### config.mk
export PLATFORM = sky130hd
export DESIGN_NAME = mem_arbiter
export DESIGN_NICKNAME = d
export VERILOG_FILES = /design/src/rtl/mem_arbiter.sv
export SDC_FILE = /design/constraint.sdc
export NUM_CORES = 1
export LEC_CHECK = 0
export BUFFER_PORTS_ARGS = -buffer_cell sky130_fd_sc_hd__buf_2
export CAP_MARGIN = 0
export CORE_MARGIN = 4
export CORE_UTILIZATION = 47
export CTS_CLUSTER_SIZE = 16
export DETAILED_ROUTE_END_ITERATION = 7
export GPL_TIMING_DRIVEN = 0
export HOLD_SLACK_MARGIN = 0.03
export MAX_ROUTING_LAYER = met4
export PLACE_DENSITY = 0.9
export SETUP_SLACK_MARGIN = 0.4
export SYNTH_ARGS = -nofsm -noshare
export SYNTH_HDL_FRONTEND = slang
export SYNTH_SLANG_ARGS = --single-unit
### constraint.sdc
create_clock -name clk -period 2.4 [get_ports clk]
set_input_delay 0.12 -clock clk [delete_from_list [all_inputs] [get_ports clk]]
set_output_delay 0.12 -clock clk [all_outputs]
set_load 0.05 [all_outputs]
### src/rtl/mem_arbiter.sv
// Arbitrates an instruction-fetch port and a data port onto one memory bus with a single
// outstanding transaction. The data port has priority, limited by a streak count.
module mem_arbiter #(
    parameter int XLEN         = 32,
    parameter int ALEN         = 32,
    parameter int D_STREAK_MAX = 4,
    parameter int TIMEOUT      = 64
) (
    input  logic            clk,
    input  logic            rst,
    input  logic            i_req,
    input  logic [ALEN-1:0] i_addr,
    output logic            i_done,
    output logic [31:0]     i_rdata,
    input  logic            d_req,
    input  logic            d_we,
    input  logic [ALEN-1:0] d_addr,
    input  logic [XLEN-1:0] d_wdata,
    input  logic [3:0]      d_be,
    output logic            d_done,
    output logic [XLEN-1:0] d_rdata,
    output logic            err,
    output logic            mem_req,
    output logic            mem_we,
    output logic [ALEN-1:0] mem_addr,
    output logic [XLEN-1:0] mem_wdata,
    output logic [3:0]      mem_be,
    input  logic            mem_ready,
    input  logic            mem_rvalid,
    input  logic [XLEN-1:0] mem_rdata
);

    localparam int SW = $clog2(D_STREAK_MAX + 1);
    localparam int CW = (TIMEOUT > 1) ? $clog2(TIMEOUT) : 1;

    typedef enum logic [1:0] {
        ST_IDLE,
        ST_ISSUE,
        ST_WAIT,
        ST_DONE
    } state_t;

    state_t            r_state;
    logic              r_owner_d;
    logic [SW-1:0]     r_streak;
    logic [CW-1:0]     r_cnt;
    logic              r_mem_req;
    logic              r_mem_we;
    logic [ALEN-1:0]   r_mem_addr;
    logic [XLEN-1:0]   r_mem_wdata;
    logic [3:0]        r_mem_be;
    logic              r_i_done;
    logic              r_d_done;
    logic              r_err;
    logic [31:0]       r_i_rdata;
    logic [XLEN-1:0]   r_d_rdata;

    logic              w_grant_d;
    logic              w_complete;
    logic              w_expire;
    logic [SW-1:0]     w_streak_inc;

    // A pending fetch only loses to the data port while the streak is below its limit.
    assign w_grant_d    = d_req && (!i_req || (r_streak < SW'(D_STREAK_MAX)));
    assign w_complete   = (r_state == ST_WAIT) && mem_rvalid;
    assign w_expire     = (r_cnt == CW'(TIMEOUT - 1));
    assign w_streak_inc = (r_streak == SW'(D_STREAK_MAX)) ? r_streak : r_streak + SW'(1);

    always_ff @(posedge clk or negedge rst) begin
        if (!rst) begin
            r_state     <= ST_IDLE;
            r_owner_d   <= 1'b0;
            r_streak    <= '0;
            r_cnt       <= '0;
            r_mem_req   <= 1'b0;
            r_mem_we    <= 1'b0;
            r_mem_addr  <= '0;
            r_mem_wdata <= '0;
            r_mem_be    <= '0;
            r_i_done    <= 1'b0;
            r_d_done    <= 1'b0;
            r_err       <= 1'b0;
            r_i_rdata   <= '0;
            r_d_rdata   <= '0;
        end else begin
            case (r_state)
                ST_IDLE: begin
                    if (w_grant_d) begin
                        r_owner_d   <= 1'b1;
                        r_mem_we    <= d_we;
                        r_mem_addr  <= d_addr;
                        r_mem_wdata <= d_wdata;
                        r_mem_be    <= d_be;
                        r_streak    <= i_req ? w_streak_inc : '0;
                        r_cnt       <= '0;
                        r_mem_req   <= 1'b1;
                        r_state     <= ST_ISSUE;
                    end else if (i_req) begin
                        r_owner_d   <= 1'b0;
                        r_mem_we    <= 1'b0;
                        r_mem_addr  <= i_addr;
                        r_mem_wdata <= '0;
                        r_mem_be    <= '0;
                        r_streak    <= '0;
                        r_cnt       <= '0;
                        r_mem_req   <= 1'b1;
                        r_state     <= ST_ISSUE;
                    end
                end
                ST_ISSUE, ST_WAIT: begin
                    // A response on the expiry cycle still counts as a normal completion.
                    if (w_complete) begin
                        r_state  <= ST_DONE;
                        r_err    <= 1'b0;
                        r_i_done <= !r_owner_d;
                        r_d_done <= r_owner_d;
                        if (!r_owner_d) begin
                            r_i_rdata <= mem_rdata[31:0];
                        end else if (!r_mem_we) begin
                            r_d_rdata <= mem_rdata;
                        end
                    end else if (w_expire) begin
                        r_state   <= ST_DONE;
                        r_mem_req <= 1'b0;
                        r_err     <= 1'b1;
                        r_i_done  <= !r_owner_d;
                        r_d_done  <= r_owner_d;
                        if (r_owner_d) begin
                            r_d_rdata <= '0;
                        end else begin
                            r_i_rdata <= '0;
                        end
                    end else begin
                        r_cnt <= r_cnt + CW'(1);
                        if ((r_state == ST_ISSUE) && mem_ready) begin
                            r_state   <= ST_WAIT;
                            r_mem_req <= 1'b0;
                        end
                    end
                end
                ST_DONE: begin
                    r_i_done <= 1'b0;
                    r_d_done <= 1'b0;
                    r_err    <= 1'b0;
                    r_state  <= ST_IDLE;
                end
                default: r_state <= ST_IDLE;
            endcase
        end
    end

    assign i_done    = r_i_done;
    assign i_rdata   = r_i_rdata;
    assign d_done    = r_d_done;
    assign d_rdata   = r_d_rdata;
    assign err       = r_err;
    assign mem_req   = r_mem_req;
    assign mem_we    = r_mem_we;
    assign mem_addr  = r_mem_addr;
    assign mem_wdata = r_mem_wdata;
    assign mem_be    = r_mem_be;

endmodule

==> results.yml, run 1 <==
cells_and_area:
  fin_util_pct: 77.5
  fin_nets: 1026
  drive_gt1_share_pct: 39.6
  syn2layout_area_growth_pct: 59.1
  final_cell_area_um2: 9460
synth:
  syn_area_per_cell_um2: 12.7
  ys_ff_latch: 149
  ys_async_sr_fraction_pct: 100
  synth_edf_count: 0
  ys.warnings.count: 0
  synth_area_um2: 5950
  seq_area_frac_synth_pct: 62.7
  ys.flop_type: "dfrtp_1"
  synth_cell_types: 37
  syn-instance-count: 467
  synth.net_count: 613
timing:
  slew_viol_final: 0
  hold_violations: 0
  fin_crit_sh_pct: 83.2
  fmax_mhz: 501
  setup_viol: 0
  fin_skew_ns: 0.0115
  rsz0062_at_grt: "yes"
  worst_pin_slew_ns: 0.738
  max_slew_margin_pct: 50.8
  fin_crit_ns: 2.00
worst_setup_path:
  slowest_delay_ns: 0.40
  worstReg2RegStart: "r_state[0]"
  start_kind: "flop"
  reg2reg_depth: 6
  reg2reg_to: "r_cnt[4]"
  cp-end-kind: "flop"
  r2r_slack_ns: 0.40
  cp.depth: 6
  critPathBufInv: 1
  crit_required_ns: 2.69
  cp.arrival_ns: 2.28
  crit_path_max_fanout: 8
  path_cells: "inv_1 > ha_2 > nand3_1 > o22ai_1 > or2_4 > o311ai_0"
  worst_path_max_delay_cell: "dfrtp_1"
  crit_family: "compound AO/OA/AOI/OAI gates"
  critical_path_class: "flop to flop"
drt:
  wirelength_um: 22200
  drc: 0
  first_pass_iters: 5
  ant_nets: 0
  wl_per_cell_um: 20.8
  via_per_inst: 5.61
  dr_total_vias: 5983
  first_iter_violations: 539
global_route:
  grt_pass1_wl_um: 33900
  overflow: 0
  gr-usage-all-layers_pct: 30.8
  antenna_found_initial: 4
  grt_max_degree: 80
  grt_pass1_vias: 6392
worst_hold_path:
  hold_start: "d_addr[29]"
  hold_end: "mem_addr[29]"
  min_path_type: "primary input to flop"
  min_path_cells: 3
power:
  ir_drop_v: 0.000838
  p_sw_share_pct: 50.9
  power_density_nw_per_um2: 1540
  switchingPower_w: 0.00739
  clkPwrFrac_pct: 18.3
  p_comb_share_pct: 52.3
  leakagePower_nw: 4.96
  seqPwrFrac_pct: 29.4
  internal_power_w: 0.00714
floorplan:
  die_w_um: 120
  start_util_pct: 48.7
  num_rows: 40
  dieArea_um2: 14500
  ios: 276
  die_h_um: 120
  core-area_um2: 12200
clocking:
  cts_made_buffers: 17
  worstSkewPairLatency_ns: 0.42
  htree_levels: 4
  clk_pin_slew_ns: 0.07
  cts-root-buf: "clkbuf_16"
  clockBufferDepth: 2
  cts_sinks: 149
  cts_tree: "done"
status:
  status: "finished, final reports clean"
job:
  maxCapViolations: 0
placed_design:
  gp_congestion: 0.833
  hpwl_um: 12900
  dpl_cell_area_um2: 7560
  portBuffers: 274
==> kinds of logic after synthesis <==
logic type               share of synthesized area [%]
multiplexers                                      5.93
flip-flops                                        62.7
buffers and inverters                             3.01
adder cells (fa/ha/maj)                           1.47
AO/OA/AOI/OAI                                     21.1
AND/OR/NAND/NOR                                   5.83
==> sequential cells by signal (all words and copies together), names as in the netlist <==
register	count
r_cnt	6
i_rdata	32
d_done	1
mem_we	1
r_owner_d	1
mem_be	4
err	1
mem_addr	32
r_state	2
r_streak	3
mem_wdata	32
i_done	1
d_rdata	32
mem_req	1
==> per-stage QoR <==
| stage | TNS, ns | hold slack (ns) | std cells | setup slack, ns | power (W) |
|---|---|---|---|---|---|
| CTS | 0 | 0.0307 | 1058 | 0.391 | 0.0142 |
| global route | 0 | 0.0316 | 1065 | 0.345 | 0.0151 |
| finish | 0 | 0.0401 | 1066 | 0.403 | 0.0145 |
| detailed placement | -0.0144 | 0.203 | 910 | -0.0108 | 0.0113 |
| global placement | -114.86 | 0.336 | 909 | -0.780 | 0.0111 |
| floorplan | 0 | -0.176 | 467 | 0.541 | 0.00941 |
==> Yosys cell counts (3+ instances only) <==
library cell    n  area, um2
a21oi_1         3       15.0
a22o_1        101        885
buf_2           5       25.0
buf_6           4       45.0
clkbuf_1       25       93.8
dfrtp_1       149       3730
ha_1            7       87.6
inv_1           4       15.0
mux2i_1        33        330
nand2_1        46        173
nand2b_1        3       18.8
nand3_1         8       40.0
nor2_1          6       22.5
o21ai_0        45        225
o311ai_0        3       26.3
==> power by group through the flow <==
stage	Sequential [W]	Clock, W	Combinational (W)
after floorplan	0.00756	0	0.00185
after global placement	0.00415	0	0.00695
after detailed placement	0.00420	0	0.00712
after CTS	0.00419	0.00267	0.00732
after global routing	0.00437	0.00280	0.00794
final	0.00428	0.00266	0.00759
==> area by class of cell <==
type | count | area, um2
Multi-Input combinational cell | 280 | 2100
Timing Repair Buffer | 394 | 2590
Antenna cell | 5 | 12.5
Clock inverter | 15 | 156
Sequential cell | 149 | 3730
Fill cell | 705 | 2750
Buffer | 34 | 220
Tap cell | 168 | 210
Inverter | 4 | 15.0
Clock buffer | 17 | 425
==> timing repair <==
action | 4_1_cts | 5_1_grt
pin swaps | 0 | 1
endpoints found under the hold margin | 205 | 0
hold buffers | 116 | 0
gates resized for setup | 16 | 52
buffers inserted | 0 | 3
setup endpoints to repair | 100 | 115
==> worst min-delay path: stages <==
cell	delay (ns)
buf_2	0.08
mux2i_1	0.07
o21ai_0	0.15
==> per-layer routing <==
layer  track usage (%)  share of wire, %  vias to the layer above
li1                  -                 -                     2579
met1              32.9                36                     2958
met2              53.1                52                      333
met3              5.99               6.2                      113
met4              18.6               5.7                        0
met5                 -                 0                        -
==> layout by cell type, fill, tap and decap left out, drive strengths merged, types with 2 or more instances in the layout <==
cell	netlist	final
nand2	46	46
buf	9	292
diode	0	5
clkbuf	25	37
inv	4	14
clkinv	0	3
dlygate4sd3	0	116
a32o	2	2
mux2	2	2
o21ai	46	46
dfrtp	149	149
or3b	2	2
o311ai	3	3
ha	7	7
nand2b	3	3
nor2	6	6
nand3	9	9
mux2i	33	33
a21oi	3	3
nor3b	2	2
a22o	101	101
==> worst max-delay path by stage <==
stage / startpoint / end / slack, ns
after floorplan: r_state[0] / d_rdata[10] / 0.54
after global placement: rst / mem_addr[20] / -0.78
after detailed placement: r_state[1] / d_rdata[27] / -0.01
after CTS: r_state[0] / r_state[1] / 0.39
after global routing: r_state[0] / r_cnt[4] / 0.35
final: r_state[0] / r_cnt[4] / 0.40
(Power assumes the default switching activity.)
==> inputs of run 2 (changes only) <==
- clock period: 2.4 -> 1.85 ns (I/O delays scaled with it)
==> results.yml, run 2 (synthesis gave the netlist of run 1 again) <==
placed_design:
  gp_congestion: 0.818
  hpwl_um: 13200
  portBuffers: 274
  placedCellCount: 910
clocking:
  cts_sinks: 149
  worstSkewPairLatency_ns: 0.45
  htree_levels: 4
  cts_made_buffers: 17
  cts-root-buf: "clkbuf_16"
  clk_pin_slew_ns: 0.06
  cts_tree: "done"
  clockBufferDepth: 2
global_route:
  grt_pass1_vias: 7437
  grt_max_degree: 86
  overflow: 0
  antenna_found_initial: 3
  gr-usage-all-layers_pct: 40.9
  grt_pass1_wl_um: 43600
drt:
  ant_nets: 0
  first_iter_violations: 936
  first_pass_iters: 6
  wl_per_cell_um: 29.3
  drc: 0
  via_per_inst: 6.35
  dr_total_vias: 7260
  wirelength_um: 33500
worst_setup_path:
  cp.arrival_ns: 2.26
  r2r_slack_ns: -0.08
  reg2reg_depth: 6
  critical_path_class: "flop to flop"
  cp-end-kind: "flop"
  start_kind: "flop"
  crit_required_ns: 2.18
  crit_path_max_fanout: 6
power:
  ir_drop_v: 0.00137
  power_density_nw_per_um2: 2080
  power_w: 0.0235
  leakagePower_nw: 5.78
timing:
  fmax_mhz: 518
  fin_crit_sh_pct: 104
  worst_pin_slew_ns: 0.722
  fin_crit_ns: 1.93
  rsz0062_at_grt: "yes"
  slew_viol_final: 0
  final.setup.worst_slack_ns: -0.0802
  setup_viol: 37
  fin_skew_ns: 0.0167
  max_slew_margin_pct: 51.9
  hold_violations: 0
  finalSetupTns_ns: -1.52
floorplan:
  num_rows: 40
  die_h_um: 120
  core-area_um2: 12200
  die_w_um: 120
  ios: 276
  start_util_pct: 48.7
  dieArea_um2: 14500
cells_and_area:
  drive_gt1_share_pct: 52.4
  fin_cells: 1143
  syn2layout_area_growth_pct: 89.8
  final_cell_mix: "buf_2 (274), dfrtp_1 (149), dlygate4sd3_1 (135), a22o_1 (99), o21ai_2 (33)"
  fin_nets: 1105
  final_common_cell: "buf_2"
worst_hold_path:
  min_path_type: "primary input to flop"
  min_path_cells: 4
status:
  violations: "setup timing"
  status: "finished with violations"
job:
  maxCapViolations: 0
[run 2: repair_timing]
item                       in CTS  in global routing
buffers inserted               34                 11
pin swaps                      86                 25
hold buffers                  135                  0
setup endpoints to repair     149                149
gates cloned                   12                  6
hold endpoints to repair      198                  0
gates resized for setup       190                 97
[run 2: critical path, stage by stage, from the launching register on]
cell	delay, ns
dfrtp_1	0.46
nand2_1	0.22
o21a_4	0.25
or3b_4	0.37
buf_8	0.15
buf_8	0.14
a22o_4	0.23
[run 2: through the flow]
step	utilization, %	setup WS (ns)	cell area, um2	hold WS, ns
finish	92.4	-0.0802	11300	0.118
global route	92.4	-0.102	11300	0.156
detailed placement	62.8	-0.309	7670	0.114
floorplan	-	0.0895	6060	-0.203
CTS	87.4	-0.0420	10700	0.0660
global placement	62.6	-1.34	7640	0.309
[run 2: path summary, 6_finish.rpt]
path	startpoint	end
max in group asynchronous	rst	d_rdata[24]
setup / recovery	r_cnt[4]	i_rdata[17]
hold reg to reg	i_rdata[24]	i_rdata[24]
setup reg to reg	r_cnt[4]	i_rdata[17]
min in group asynchronous	rst	d_rdata[11]
hold / removal	mem_rvalid	mem_req
[run 2: area by class of cell]
class | count | area (um2)
Tap cell | 168 | 210
Antenna cell | 3 | 7.51
Clock buffer | 21 | 470
Multi-Input combinational cell | 280 | 2680
Timing Repair Buffer | 473 | 3560
Sequential cell | 149 | 3730
Clock inverter | 11 | 125
Fill cell | 411 | 923
Buffer | 34 | 499
Inverter | 4 | 15.0
[run 2: report_power, final]
group | internal (W) | switching (W)
combinational | 0.00499 | 0.00884
sequential | 0.00464 | 0.00145
clock | 0.00210 | 0.00152
total | 0.0117 | 0.0118
[run 2: layer usage]
metal  share of wire (%)  vias to the layer above  global-route usage, %  wire length [um]
met4                 8.8                        0                   25.9              2950
met3                  12                      256                   11.0              3930
met2                  47                      769                   65.6             15800
met5                   0                        -                      -                 0
li1                    -                     2733                      -                 -
met1                  32                     3502                   45.5             10800
==> inputs of run 3 (changes only) <==
- SKIP_CTS_REPAIR_TIMING: unset -> 1
==> results.yml, run 3 (synthesis gave the netlist of run 1 again) <==
status:
  status: "finished with violations"
  violations: "setup timing"
floorplan:
  die_w_um: 120
  die_h_um: 120
  num_rows: 40
  start_util_pct: 48.7
  core-area_um2: 12200
  ios: 276
  dieArea_um2: 14500
worst_setup_path:
  crit_required_ns: 2.14
  worst_path_max_delay_cell: "dfrtp_1"
  crit_family: "simple AND/OR/NAND/NOR gates"
  cp.arrival_ns: 2.25
  reg2reg_depth: 7
  critical_path_class: "flop to flop"
  worstReg2RegStart: "r_cnt[0]"
  slowest_delay_ns: 0.41
  start_kind: "flop"
  cp-end-kind: "flop"
  r2r_slack_ns: -0.11
  reg2reg_to: "i_rdata[17]"
  crit_path_max_fanout: 6
  path_cells: "ha_4 > nand3_4 > o21a_4 > or3b_4 > buf_6 > buf_8 > a22o_1"
  critPathBufInv: 2
clocking:
  cts-root-buf: "clkbuf_16"
  cts_made_buffers: 17
  htree_levels: 4
  cts_sinks: 149
  clk_pin_slew_ns: 0.06
  cts_tree: "done"
  clockBufferDepth: 2
  worstSkewPairLatency_ns: 0.42
drt:
  drc: 0
  wl_per_cell_um: 25.5
  first_iter_violations: 650
  via_per_inst: 6.02
  ant_nets: 0
  first_pass_iters: 5
  wirelength_um: 28500
  dr_total_vias: 6725
cells_and_area:
  syn2layout_area_growth_pct: 78.7
  final_cell_mix: "buf_2 (274), dfrtp_1 (148), dlygate4sd3_1 (131), a22o_1 (101), buf_6 (37)"
  register_area_um2: 3730
  fin_util_pct: 87.0
  fin_nets: 1081
  final_common_cell: "buf_2"
  drive_gt1_share_pct: 49.7
  fillers: 525
  multiInputGateArea_um2: 2500
placed_design:
  portBuffers: 274
  gp_congestion: 0.818
  hpwl_um: 13200
timing:
  worst_pin_slew_ns: 0.664
  fin_skew_ns: 0.00743
  finalSetupTns_ns: -1.95
  hold_violations: 0
  rsz0062_at_grt: "yes"
  final.setup.worst_slack_ns: -0.108
  fin_crit_sh_pct: 106
  slew_viol_final: 0
  setup_viol: 31
  fin_crit_ns: 1.96
  fmax_mhz: 511
  max_slew_margin_pct: 55.7
global_route:
  overflow: 0
  grt_pass1_vias: 5188
  grt_max_degree: 86
  gr-usage-all-layers_pct: 25.9
  grt_use_met3_pct: 8.09
  grt_pass1_wl_um: 28100
  grt_busiest_layer: "met2"
  met2_usage_pct: 41.7
  grt_use_met1_pct: 30.6
  antenna_found_initial: 1
power:
  leakagePower_nw: 5.46
  power_density_nw_per_um2: 2020
  ir_drop_v: 0.00117
worst_hold_path:
  min_path_type: "primary input to flop"
  hold_end: "mem_addr[27]"
  min_path_cells: 3
  hold_start: "d_addr[27]"
job:
  maxCapViolations: 0
-- run 3: cell types whose count changed in the layout (fill, tap and decap cells not counted), moves of 5 or more --
| cell | previous run | this run |
|---|---|---|
| buf_12 | 6 | 1 |
| buf_6 | 24 | 37 |
| buf_8 | 19 | 8 |
| clkbuf_16 | 29 | 22 |
| clkbuf_8 | 8 | 3 |
| nand2_2 | 4 | 15 |
| nand2_4 | 32 | 17 |
| o21ai_1 | 5 | 11 |
| o21ai_2 | 33 | 24 |
-- run 3: layout make-up --
type                       instances  area share, %
clock buffer                      21           4.43
timing repair buffer             449           30.1
multi-input combinational        280           23.5
buffer                            34           3.58
clock inverter                    11           1.18
antenna                            2         0.0471
tap                              168           1.98
inverter                           4          0.141
sequential                       149           35.1
-- run 3: through the flow --
stage	instance area, um2	std cells	total power, W	setup slack [ns]	hold slack, ns
2_1_floorplan	6060	467	0.0124	0.0895	-0.203
3_3_place_gp	7640	909	0.0147	-1.34	0.309
3_5_place_dp	7670	910	0.0150	-0.309	0.114
4_1_cts	8270	942	0.0185	-0.395	-0.342
5_1_grt	10600	1117	0.0221	-0.144	0.0135
6_report	10600	1118	0.0214	-0.108	0.00101
-- run 3: how the worst max path moves through the flow --
stage	start	cells after the start	slack, ns	endpoint
floorplan	r_cnt[1]	7	0.09	i_rdata[0]
global placement	rst	1	-1.34	mem_wdata[9]
detailed placement	r_state[0]	6	-0.31	i_rdata[18]
CTS	r_state[1]	5	-0.39	i_rdata[14]
global route	r_cnt[0]	7	-0.14	i_rdata[14]
finish	r_cnt[0]	7	-0.11	i_rdata[17]
-- run 3: where the power goes --
part	switching [W]	leakage (nW)	total [W]	internal (W)
registers	0.00125	1.89	0.00589	0.00465
logic	0.00808	3.28	0.0120	0.00394
clock network	0.00142	0.289	0.00352	0.00210
-- run 3: worst min-delay path, cell delays in order --
cell,delay (ns)
buf_2,0.09
mux2i_1,0.09
o21ai_2,0.11
-- run 3: routing by layer --
layer / part of all wire [%] / routed length, um / vias to the layer above
li1: - / - / 2683
met1: 33 / 9450 / 3203
met2: 48 / 13600 / 654
met3: 11 / 3180 / 185
met4: 8.1 / 2300 / 0
met5: 0 / 0 / -
